## src/rtl/cache_pkg.sv

```systemverilog
// Shared definitions for the direct-mapped, write-through data cache:
// controller states, default geometry and address-field width helpers.
package cache_pkg;

   localparam int INDEX_W_DEF = 6;
   localparam int ADDR_W_DEF  = 32;

   typedef enum logic [1:0] {
      IDLE      = 2'd0,
      MEM_READ  = 2'd1,
      MEM_WRITE = 2'd2,
      WDONE     = 2'd3
   } cache_state_e;

   // Tag is whatever remains above the line index and the 2-bit byte offset.
   function automatic int tag_width(input int addr_w, input int index_w);
      return addr_w - index_w - 2;
   endfunction

   function automatic int line_count(input int index_w);
      return 1 << index_w;
   endfunction

   function automatic logic [31:0] sat_inc(input logic [31:0] v);
      return (v == 32'hFFFF_FFFF) ? v : v + 32'd1;
   endfunction

endpackage

```

## src/rtl/cache_mem.sv

```systemverilog
// Line storage: valid bits (async clear), tags and one data word per line.
// Reads are combinational, writes happen on the rising clock edge.
module cache_mem
   import cache_pkg::*;
#(
   parameter int INDEX_W = INDEX_W_DEF,
   parameter int TAG_W   = ADDR_W_DEF - INDEX_W_DEF - 2
) (
   input  logic               clk_i,
   input  logic               rst_ni,
   input  logic [INDEX_W-1:0] rd_index_i,
   output logic               rd_valid_o,
   output logic [TAG_W-1:0]   rd_tag_o,
   output logic [31:0]        rd_data_o,
   input  logic               we_i,
   input  logic [INDEX_W-1:0] wr_index_i,
   input  logic [TAG_W-1:0]   wr_tag_i,
   input  logic [31:0]        wr_data_i
);

   localparam int NUM_LINES = line_count(INDEX_W);

   logic [NUM_LINES-1:0] valid_q;
   logic [TAG_W-1:0]     tag_q  [NUM_LINES];
   logic [31:0]          data_q [NUM_LINES];

   always_ff @(posedge clk_i or negedge rst_ni) begin
      if (!rst_ni) begin
         valid_q <= '0;
      end else if (we_i) begin
         valid_q[wr_index_i] <= 1'b1;
      end
   end

   // Tag/data need no reset: a cleared valid bit masks whatever they hold.
   always_ff @(posedge clk_i) begin
      if (we_i) begin
         tag_q[wr_index_i]  <= wr_tag_i;
         data_q[wr_index_i] <= wr_data_i;
      end
   end

   assign rd_valid_o = valid_q[rd_index_i];
   assign rd_tag_o   = tag_q[rd_index_i];
   assign rd_data_o  = data_q[rd_index_i];

endmodule

```

## src/rtl/cache_controller.sv

```systemverilog
// Direct-mapped write-through / no-write-allocate cache controller that
// stalls the datapath while a line fill or a store is outstanding.
module cache_controller
   import cache_pkg::*;
#(
   parameter int INDEX_W = INDEX_W_DEF,
   parameter int ADDR_W  = ADDR_W_DEF
) (
   input  logic              clk,
   input  logic              reset,
   input  logic              MemRead,
   input  logic              MemWrite,
   input  logic [ADDR_W-1:0] Address,
   input  logic [31:0]       WriteData,
   output logic [31:0]       Read_Data,
   output logic              stall,
   output logic              mem_req,
   output logic              mem_we,
   output logic [ADDR_W-1:0] mem_addr,
   output logic [31:0]       mem_wdata,
   input  logic [31:0]       mem_rdata,
   input  logic              mem_ready,
   output logic [31:0]       hit_count,
   output logic [31:0]       miss_count,
   output cache_state_e      dbg_state
);

   localparam int TAG_W  = tag_width(ADDR_W, INDEX_W);
   localparam int WORD_W = ADDR_W - 2;

   cache_state_e      state_q;
   logic [WORD_W-1:0] waddr_q;
   logic [31:0]       wdata_q;
   logic              mem_req_q;
   logic              mem_we_q;
   logic              after_fill_q;
   logic [31:0]       hit_q;
   logic [31:0]       miss_q;

   logic [WORD_W-1:0] req_word;
   logic [WORD_W-1:0] look_word;
   logic              line_valid;
   logic [TAG_W-1:0]  line_tag;
   logic [31:0]       line_data;
   logic              hit;
   logic              fill;
   logic              line_we;
   logic              unused_offset;

   assign req_word      = Address[ADDR_W-1:2];
   assign unused_offset = ^Address[1:0];

   // Idle lookups use the live address; in-flight stores check the latched one.
   assign look_word = (state_q == IDLE) ? req_word : waddr_q;
   assign hit       = line_valid && (line_tag == look_word[WORD_W-1:INDEX_W]);
   assign fill      = (state_q == MEM_READ) && mem_ready;
   assign line_we   = fill || ((state_q == MEM_WRITE) && mem_ready && hit);

   cache_mem #(
      .INDEX_W (INDEX_W),
      .TAG_W   (TAG_W)
   ) u_mem (
      .clk_i      (clk),
      .rst_ni     (reset),
      .rd_index_i (look_word[INDEX_W-1:0]),
      .rd_valid_o (line_valid),
      .rd_tag_o   (line_tag),
      .rd_data_o  (line_data),
      .we_i       (line_we),
      .wr_index_i (waddr_q[INDEX_W-1:0]),
      .wr_tag_i   (waddr_q[WORD_W-1:INDEX_W]),
      .wr_data_i  (fill ? mem_rdata : wdata_q)
   );

   always_comb begin
      stall = 1'b0;
      case (state_q)
         IDLE:                stall = MemWrite | (MemRead & ~hit);
         MEM_READ, MEM_WRITE: stall = 1'b1;
         default:             stall = 1'b0;
      endcase
   end

   // Memory handshake: mem_req rises with address/data already latched and
   // stays high, unchanged, until the single-cycle mem_ready pulse.
   always_ff @(posedge clk or negedge reset) begin
      if (!reset) begin
         state_q      <= IDLE;
         waddr_q      <= '0;
         wdata_q      <= '0;
         mem_req_q    <= 1'b0;
         mem_we_q     <= 1'b0;
         after_fill_q <= 1'b0;
         hit_q        <= '0;
         miss_q       <= '0;
      end else begin
         after_fill_q <= 1'b0;
         case (state_q)
            IDLE: begin
               if (MemWrite) begin
                  state_q   <= MEM_WRITE;
                  waddr_q   <= req_word;
                  wdata_q   <= WriteData;
                  mem_req_q <= 1'b1;
                  mem_we_q  <= 1'b1;
               end else if (MemRead && !hit) begin
                  state_q   <= MEM_READ;
                  waddr_q   <= req_word;
                  mem_req_q <= 1'b1;
                  mem_we_q  <= 1'b0;
                  miss_q    <= sat_inc(miss_q);
               end else if (MemRead && !after_fill_q) begin
                  hit_q <= sat_inc(hit_q);
               end
            end
            MEM_READ: begin
               if (mem_ready) begin
                  state_q      <= IDLE;
                  mem_req_q    <= 1'b0;
                  after_fill_q <= 1'b1;
               end
            end
            MEM_WRITE: begin
               if (mem_ready) begin
                  state_q   <= WDONE;
                  mem_req_q <= 1'b0;
                  mem_we_q  <= 1'b0;
               end
            end
            default: state_q <= IDLE;
         endcase
      end
   end

   assign Read_Data  = line_data;
   assign mem_req    = mem_req_q;
   assign mem_we     = mem_we_q;
   assign mem_addr   = {waddr_q, 2'b00};
   assign mem_wdata  = wdata_q;
   assign hit_count  = hit_q;
   assign miss_count = miss_q;
   assign dbg_state  = state_q;

endmodule

```

## config.mk

```make
export PLATFORM = sky130hd
export DESIGN_NAME = cache_controller
export DESIGN_NICKNAME = d
export VERILOG_FILES = /design/src/rtl/cache_pkg.sv /design/src/rtl/cache_mem.sv /design/src/rtl/cache_controller.sv
export SDC_FILE = /design/constraint.sdc
export NUM_CORES = 2
export LEC_CHECK = 0
export BUFFER_PORTS_ARGS = -buffer_cell sky130_fd_sc_hd__buf_2
export CORE_MARGIN = 3
export CORE_UTILIZATION = 30
export CTS_CLUSTER_DIAMETER = 40
export DETAILED_ROUTE_END_ITERATION = 10
export PLACE_DENSITY = 0.52
export SETUP_SLACK_MARGIN = 0.02
export SLEW_MARGIN = 20
export SYNTH_ARGS = -nofsm -noshare
export SYNTH_HDL_FRONTEND = slang
export SYNTH_SLANG_ARGS = --single-unit
```

## constraint.sdc

```tcl
create_clock -name clk -period 8.9 [get_ports clk]
set_input_delay 0 -clock clk [delete_from_list [all_inputs] [get_ports clk]]
set_output_delay 0 -clock clk [all_outputs]
set_load 0.02 [all_outputs]
```

==> Word level (Yosys, flattened, before mapping) <==
Memory sizes are Yosys's and may differ from the RTL's.
Index checks and enable logic that the tools add are counted.
{ "word_totals": {"ramBits": 3584, "out_inout_bits": 165, "inputBits": 101, "wordCells": 80, "ff_bits": 195, "memories": 2} }
{ "mem_list": {"columns": ["memory", "depth", "word_bits", "read_ports", "rd_clocked_by_memory_dff", "wr", "line", "text"], "rows": [
  ["u_mem.data_q", 64, 32, 1, 0, 1, "cache_mem.sv:25", "logic [31:0] data_q [NUM_LINES];"],
  ["u_mem.tag_q", 64, 24, 1, 0, 1, "cache_mem.sv:24", "logic [TAG_W-1:0] tag_q [NUM_LINES];"]
]} }
{ "op_classes": {"bitwise": 8, "n_eq_ne": 9, "reduce_logical": 22, "addsub": 2, "n_mux": 25, "n_lt_le_gt_ge": 3} }
{ "op_table": {"columns": ["cell", "count"], "rows": [
  ["two-way mux 30 bit", 3],
  ["adder 32 x 1 -> 32 bit (second input constant)", 2],
  ["equality test 32 bit (second input constant)", 2],
  ["bitwise OR 64 bit", 1],
  ["two-way mux 32 bit", 1],
  ["equality test 24 bit", 1],
  ["less-than comparator 6 x 7 -> 1 bit (second input constant)", 2],
  ["two-way mux 1 bit", 11],
  ["AND reduction 3 bit", 3],
  ["two-way mux 2 bit", 4],
  ["logical AND 1 bit", 7],
  ["binary-select mux 1 bit (select 6 bit)", 1],
  ["demux 1 bit (select 6 bit)", 1],
  [">= comparator 6 x 1 -> 1 bit (second input constant)", 1],
  ["one-hot mux 1 bit (2 select lines)", 3],
  ["one-hot mux 2 bit (3 select lines)", 1],
  ["nonzero test 2 bit", 3],
  ["NOT 1 bit", 5],
  ["AND reduction 5 bit", 1],
  ["!= test 2 bit (second input constant)", 2],
  ["AND reduction 2 bit", 2],
  ["AND reduction 4 bit", 1],
  ["!= test 3 x 2 -> 1 bit (second input constant)", 1],
  ["equality test 2 x 1 -> 1 bit (second input constant)", 1],
  ["other kinds (8)", 9]
]} }

==> Longest topological paths before layout <==
{ "logic_depth": {"depth_word": 10, "depth_mapped": 23} }

==> Modules after synthesis <==
Synthesis repeated with hierarchy kept, for this count alone.
{ "unflattened": {"cells_unflattened": 6876, "hier_area_um2": 146272.8} }
{ "modules_own_cells": {"columns": ["module", "cells_each", "seq_area_each_um2", "n_inst", "area_per_inst_um2"], "rows": [
  ["cache_mem", 6299, 109224.8, 1, 139537.6],
  ["cache_controller", 577, 3278.1, 1, 6735.2]
]} }

==> Worst setup path after synthesis <==
Ideal clock, no wire load.
{ "synth_timing": {"path_type": "register to register", "startpoint": "reg state_q[0] (netlist: dbg_state[0])", "endpoint": "mem u_mem.data_q[57][0], enable pin", "path_stages_with_launch": 22, "t_required_ps": 8361, "path_slack_ps": 523, "period_less_slack_ps": 8377, "arrival_ps": 7839, "n_path_buf": 6, "cell_sequence": "dfrtp_1 > inv_1 > ha_1 > buf_4 > buf_6 > buf_6 > and3b_1 > nor2_1 > buf_2 > buf_2 > a41oi_1 > a2111oi_0 > nor4_1 > nor3_1 > o22ai_1 > xnor2_1 > nor4_1 > o2111ai_1 > nor4_2 > a31oi_2 > clkbuf_1 > nor3_1"} }
{ "synth_between": {"elab_chain_len": 9, "word_cells_on_any_way": 15, "cone_classes": "3 x eq/ne; 5 x mux; 6 x reduce/logical; 1 x memory"} }
{ "synth_rtl": {"columns": ["element", "line", "text"], "rows": [
  ["start, declared", "cache_controller.sv:31", "cache_state_e state_q;"],
  ["start signal, assigned", "cache_controller.sv:88", "state_q <= IDLE;"],
  ["start signal, assigned", "cache_controller.sv:101", "state_q <= MEM_WRITE;"],
  ["start signal, assigned", "cache_controller.sv:107", "state_q <= MEM_READ;"],
  ["logical NOT 2 bit", "cache_controller.sv:54", "assign look_word = (state_q == IDLE) ? req_word : waddr_q;"],
  ["two-way mux 30 bit", "cache_controller.sv:54", null],
  ["memory read (64 x 24 bit) / binary-select mux 1 bit (select 6 bit) (equally long branches)", null, null],
  ["equality test 24 bit / two-way mux 1 bit (equally long branches)", "cache_controller.sv:55, cache_mem.sv:43", null],
  ["logical AND 1 bit", "cache_controller.sv:55", "assign hit = line_valid && (line_tag == look_word[WORD_W-1:INDEX_W]);"],
  ["logical AND 1 bit", "cache_controller.sv:57", "assign line_we = fill || ((state_q == MEM_WRITE) && mem_ready && hit);"],
  ["logical OR 1 bit *", "cache_controller.sv:57", null],
  ["two-way mux 1 bit *", "cache_mem.sv:37", "if (we_i) begin"],
  ["two-way mux 1 bit (not written as such) *", "cache_mem.sv:39", "data_q[wr_index_i] <= wr_data_i;"],
  ["end, declared", "cache_mem.sv:25", null]
]} }
Mark *: on every way between the ends. The rest lies on a longest branch, timed or not. The select of a mux whose other input is x is not followed.

==> Worst setup path after layout <==
{ "layout_timing": {"startpoint": "reg state_q[0] (netlist: dbg_state[0])", "endpoint": "out stall"} }
{ "layout_between": {"elab_chain_len": 9, "word_cells_on_any_way": 14, "cone_classes": "3 x eq/ne; 4 x mux; 3 x bitwise; 3 x reduce/logical; 1 x memory"} }
{ "layout_rtl": {"columns": ["element", "line", "text"], "rows": [
  ["logical NOT 2 bit", "cache_controller.sv:54, cache_controller.sv:77", null],
  ["two-way mux 30 bit", "cache_controller.sv:54", null],
  ["memory read (64 x 24 bit) / binary-select mux 1 bit (select 6 bit) (equally long branches)", null, null],
  ["equality test 24 bit / two-way mux 1 bit (equally long branches)", "cache_controller.sv:55, cache_mem.sv:43", null],
  ["logical AND 1 bit", "cache_controller.sv:55", null],
  ["NOT 1 bit", "cache_controller.sv:78", "IDLE: stall = MemWrite | (MemRead & ~hit);"],
  ["AND 1 bit", "cache_controller.sv:78", null],
  ["bitwise OR 1 bit", "cache_controller.sv:78", null],
  ["one-hot mux 1 bit (2 select lines) *", "cache_controller.sv:77", "case (state_q)"],
  ["end, declared", "cache_controller.sv:16", "output logic stall,"]
]} }
Marked as above.

==> summary.md <==
| Metric | Value |
|---|---|
| Status | `complete, no violations` |
| Synth Register Bits | `3,779` |
| Vertical die dimension | `735.6 µm` |
| Resize count post-CTS | `0` |
| Share of layout cells above drive strength 1 | `0.1383` |
| Worst clock skew | `0.09725 ns` |
| Synthesized area divided by synthesized cell count | `12.29 µm²` |
| P per Cell Area | `410.2 nW/µm²` |
| Number of vias in the routed layout | `118.5k` |
| Clock latency reported for the late side of the worst-skew pair | `1.08 ns` |
| Post-CTS setup buffers | `0` |
| Via count of the first global-routing pass | `110.5k` |
| Area contributors post-synth | `sky130_fd_sc_hd__edfxtp_1 67%, sky130_fd_sc_hd__nand2_1 6.0%, sky130_fd_sc_hd__nand3_1 5.7%` |
| Hold Path Class | `input pin to register` |
| Aggregate global-route resource usage | `0.2266` |
| Arrival time of the worst setup path | `8.32 ns` |
| Cell count after synthesis | `13.00k` |
| Post-placement cell area | `172,500 µm²` |
| Port-buffer cells | `261` |
| Pins over their slew limit | `0` |
| Required time worst endpoint | `8.90 ns` |
| Async S/R FF share, synth | `0.05160` |
| Area used by multi-input combinational logic | `43,510 µm²` |
| Area of all placed cells without fillers | `193,700 µm²` |
| Power, Total | `79,470 µW` |
| Non-Filler Instances | `21.03k` |
| Headroom to the max-slew limit | `0.1813` |
| Type of destination of the critical path | `primary output` |
| Hold-fix buffers, CTS | `181` |
| Number of distinct standard cells referenced by the synthesized netlist | `98` |
| Leading cell types in the layout, fill and taps excluded | `3,584 x sky130_fd_sc_hd__edfxtp_1, 2,535 x sky130_fd_sc_hd__nand2_1, 1,825 x sky130_fd_sc_hd__nand3_1` |
| Final RePlAce weighted congestion | `0.9024` |
| Clock transition at path regs | `0.05 ns` |
| Global-route wire length before repair | `883,300 µm` |
| Peak VDD IR | `508.9 µV` |
| Filler Cell Count | `50.56k` |
| Sequential element share of the synthesized area | `0.7046` |
| Iteration-0 DRC count of the detailed router | `17.08k` |
| Clock root buffer | `sky130_fd_sc_hd__clkbuf_16` |
| Leakage | `0.06601 µW` |
| Setup-failing EPs final | `0` |
| Most frequent standard cell in the layout excluding fill and tap cells | `sky130_fd_sc_hd__edfxtp_1` |
| CP Class | `register to primary output` |
| Dominant register cell in the synthesized netlist | `sky130_fd_sc_hd__edfxtp_1` |
| Yosys top cell area share | `0.6740` |
| First-pass detailed-route iteration total | `8` |
| Worst setup SP type | `register` |
| Placed Cells | `19.81k` |
| Synth warnings | `0` |
| Sequential standard cell area | `112,500 µm²` |
| Number of DRC violations after detailed routing | `0` |
| Core Rows | `267` |
| Die area | `541,000 µm²` |
| Count of endpoints failing hold in the final timing report | `0` |
| Ratio of routed vias to standard cells | `5.637` |
| Number of maximum-capacitance constraint violations | `0` |
| Detailed Place HPWL | `348,500 µm` |
| Clock tree from TritonCTS | `built` |
| Max clock buf depth | `4` |
| Post-Route Setup TNS | `0 ns` |
| Post-detailed-route wirelength per cell | `30.37 µm` |
| Synth area leader | `sky130_fd_sc_hd__edfxtp_1` |
| Placeable core region | `529,500 µm²` |
| Area of the mapped netlist | `159,700 µm²` |
| Floorplan die width | `735.6 µm` |
| Transition time at the pin with the least slew margin | `1.228 ns` |
| Total routed wirelength | `638,500 µm` |
| Highest net fanout along the worst path | `84` |
| Total I/O pin count | `266` |
| Final worst path period need | `8.320 ns` |
| Largest net degree at the start of global routing | `195` |
| Initial antenna violation count | `34` |
| Number of nets in the layout | `13.66k` |
| Number of sinks driven by the clock tree | `3,779` |
| Final antenna-violating net count | `0` |
| Layout overhead on the synthesized area | `21.34%` |
| Number of enable flip-flop cells after synthesis | `3,584` |
| Max Fclk | `120.2 MHz` |
| Post-Place Worst Slack | `1.438 ns` |
| Number of buffers inserted during clock tree synthesis | `562` |
| Final worst slack | `0.5800 ns` |
| Grt total ovfl | `0` |
| Final clock period utilization by the worst path | `0.9348` |
| Setup repair after global routing missed its margin | `no` |
| Number of H-tree branching levels | `6` |
| Starting Density | `0.3016` |
==> synthesized netlist by cell type (23+ instances only) <==
cell,instances
sky130_fd_sc_hd__a2111oi_0,23
sky130_fd_sc_hd__dfrtp_1,195
sky130_fd_sc_hd__nand2_1,2539
sky130_fd_sc_hd__inv_1,58
sky130_fd_sc_hd__and3_1,101
sky130_fd_sc_hd__buf_4,30
sky130_fd_sc_hd__buf_2,265
sky130_fd_sc_hd__a211oi_1,52
sky130_fd_sc_hd__o2bb2ai_1,51
sky130_fd_sc_hd__nor4_1,26
sky130_fd_sc_hd__o211ai_1,194
sky130_fd_sc_hd__nor3_1,194
sky130_fd_sc_hd__nand2b_1,84
sky130_fd_sc_hd__xor2_1,39
sky130_fd_sc_hd__o21ai_0,655
sky130_fd_sc_hd__clkbuf_1,599
sky130_fd_sc_hd__nor2b_1,206
sky130_fd_sc_hd__o21bai_1,63
sky130_fd_sc_hd__o22ai_1,195
sky130_fd_sc_hd__nor2_1,543
sky130_fd_sc_hd__o32ai_1,29
sky130_fd_sc_hd__nand3_1,1827
sky130_fd_sc_hd__buf_1,84
sky130_fd_sc_hd__o31ai_1,80
sky130_fd_sc_hd__a31oi_1,74
sky130_fd_sc_hd__o21a_1,29
sky130_fd_sc_hd__o221ai_1,26
sky130_fd_sc_hd__edfxtp_1,3584
sky130_fd_sc_hd__mux2_1,30
sky130_fd_sc_hd__a221oi_1,66
sky130_fd_sc_hd__a32oi_1,23
sky130_fd_sc_hd__mux2_2,87
sky130_fd_sc_hd__xnor2_1,42
sky130_fd_sc_hd__a22oi_1,66
sky130_fd_sc_hd__a21oi_1,319
sky130_fd_sc_hd__nand4_1,63
sky130_fd_sc_hd__a311oi_1,103
sky130_fd_sc_hd__mux2i_1,43
==> per-stage QoR <==
step / hold WS, ns / utilization
after CTS: 0.001944 / 0.3658
after floorplan: -0.2956 / -
after global placement: 0.04818 / 0.3258
after detailed placement: 0.04589 / 0.3258
after global routing: 0.03673 / 0.3658
final: 0.05308 / 0.3659
==> per-layer routing <==
metal	GRT usage	share of wire	vias up	wire (µm)
met5	0	0.00016	-	104
met2	0.3484	0.45	7279	285400
met3	0.04429	0.10	1523	64510
li1	-	-	49820	-
met1	0.3073	0.40	59890	253900
met4	0.1081	0.054	16	34600
==> path summary, 6_finish.rpt <==
path                                         from                    to  slack [ns]  depth (start not counted)
max in group asynchronous                   reset          mem_wdata[6]        7.94                          4
worst min-delay path                 mem_rdata[7]   u_mem.data_q[60][7]        0.05                          3
worst min register to register  u_mem.valid_q[62]     u_mem.valid_q[62]        0.46                          2
worst max register to register       dbg_state[0]  u_mem.data_q[25][30]        0.94                         19
worst max-delay path                 dbg_state[0]                 stall        0.58                         20
min in group asynchronous                   reset           waddr_q[12]        0.14                          4
==> final cells by class <==
type                    instances  area share
diodes                         15   0.0001937
multi-input cells            8170      0.2246
flip-flops and latches       3779      0.5809
repair buffers                982     0.04803
inverters                      61    0.001272
clock inverters               377     0.02435
clock buffers                 648     0.07556
well taps                    6994     0.04517
==> sequential cells by signal (all words and copies together), names as in the netlist <==
register,flops
waddr_q,30
mem_wdata,32
mem_req,1
mem_we,1
after_fill_q,1
u_mem.valid_q,64
u_mem.data_q,2048
dbg_state,2
miss_count,32
u_mem.tag_q,1536
hit_count,32
==> power breakdown <==
part / switching (µW) / internal [µW] / leakage, µW
registers: 311 / 22700 / 0.0346
logic: 25200 / 8380 / 0.0221
clock network: 8670 / 14200 / 0.00929
total: 34100 / 45300 / 0.0660
==> critical path, cell delays in order (launching register included) <==
cell and delay [ns]:
sky130_fd_sc_hd__dfrtp_1 0.41, sky130_fd_sc_hd__inv_1 0.16, sky130_fd_sc_hd__ha_4 0.58, sky130_fd_sc_hd__buf_4 0.36, sky130_fd_sc_hd__mux2_8 0.55, sky130_fd_sc_hd__buf_12 0.37
sky130_fd_sc_hd__nor2_1 0.46, sky130_fd_sc_hd__o211ai_1 0.16, sky130_fd_sc_hd__a22oi_1 0.37, sky130_fd_sc_hd__o2bb2ai_1 0.23, sky130_fd_sc_hd__a32oi_2 0.47, sky130_fd_sc_hd__nor2_1 0.09
sky130_fd_sc_hd__or3b_1 0.38, sky130_fd_sc_hd__a221oi_1 0.49, sky130_fd_sc_hd__nand4_1 0.44, sky130_fd_sc_hd__buf_4 0.32, sky130_fd_sc_hd__o21a_1 0.27, sky130_fd_sc_hd__o21ai_4 0.17
sky130_fd_sc_hd__buf_12 0.25, sky130_fd_sc_hd__a21oi_1 0.26, sky130_fd_sc_hd__buf_2 0.23
==> logic make-up (layout without fill, tap and decap cells) <==
kind of cell,count (synthesis),after routing,share of synthesized area
adders and majority gates,6,6,0.0004701
xor gates and xnor gates,81,81,0.004443
and+or+nand+nor,5662,5662,0.1582
buffers and inverters,1049,2068,0.02791
AOI/OAI and AO/OA,2257,2257,0.09317
other,1,17,0.00002349
muxes,162,162,0.01123
DFF,3779,3779,0.7046
Power figures use the tool's default switching activity.
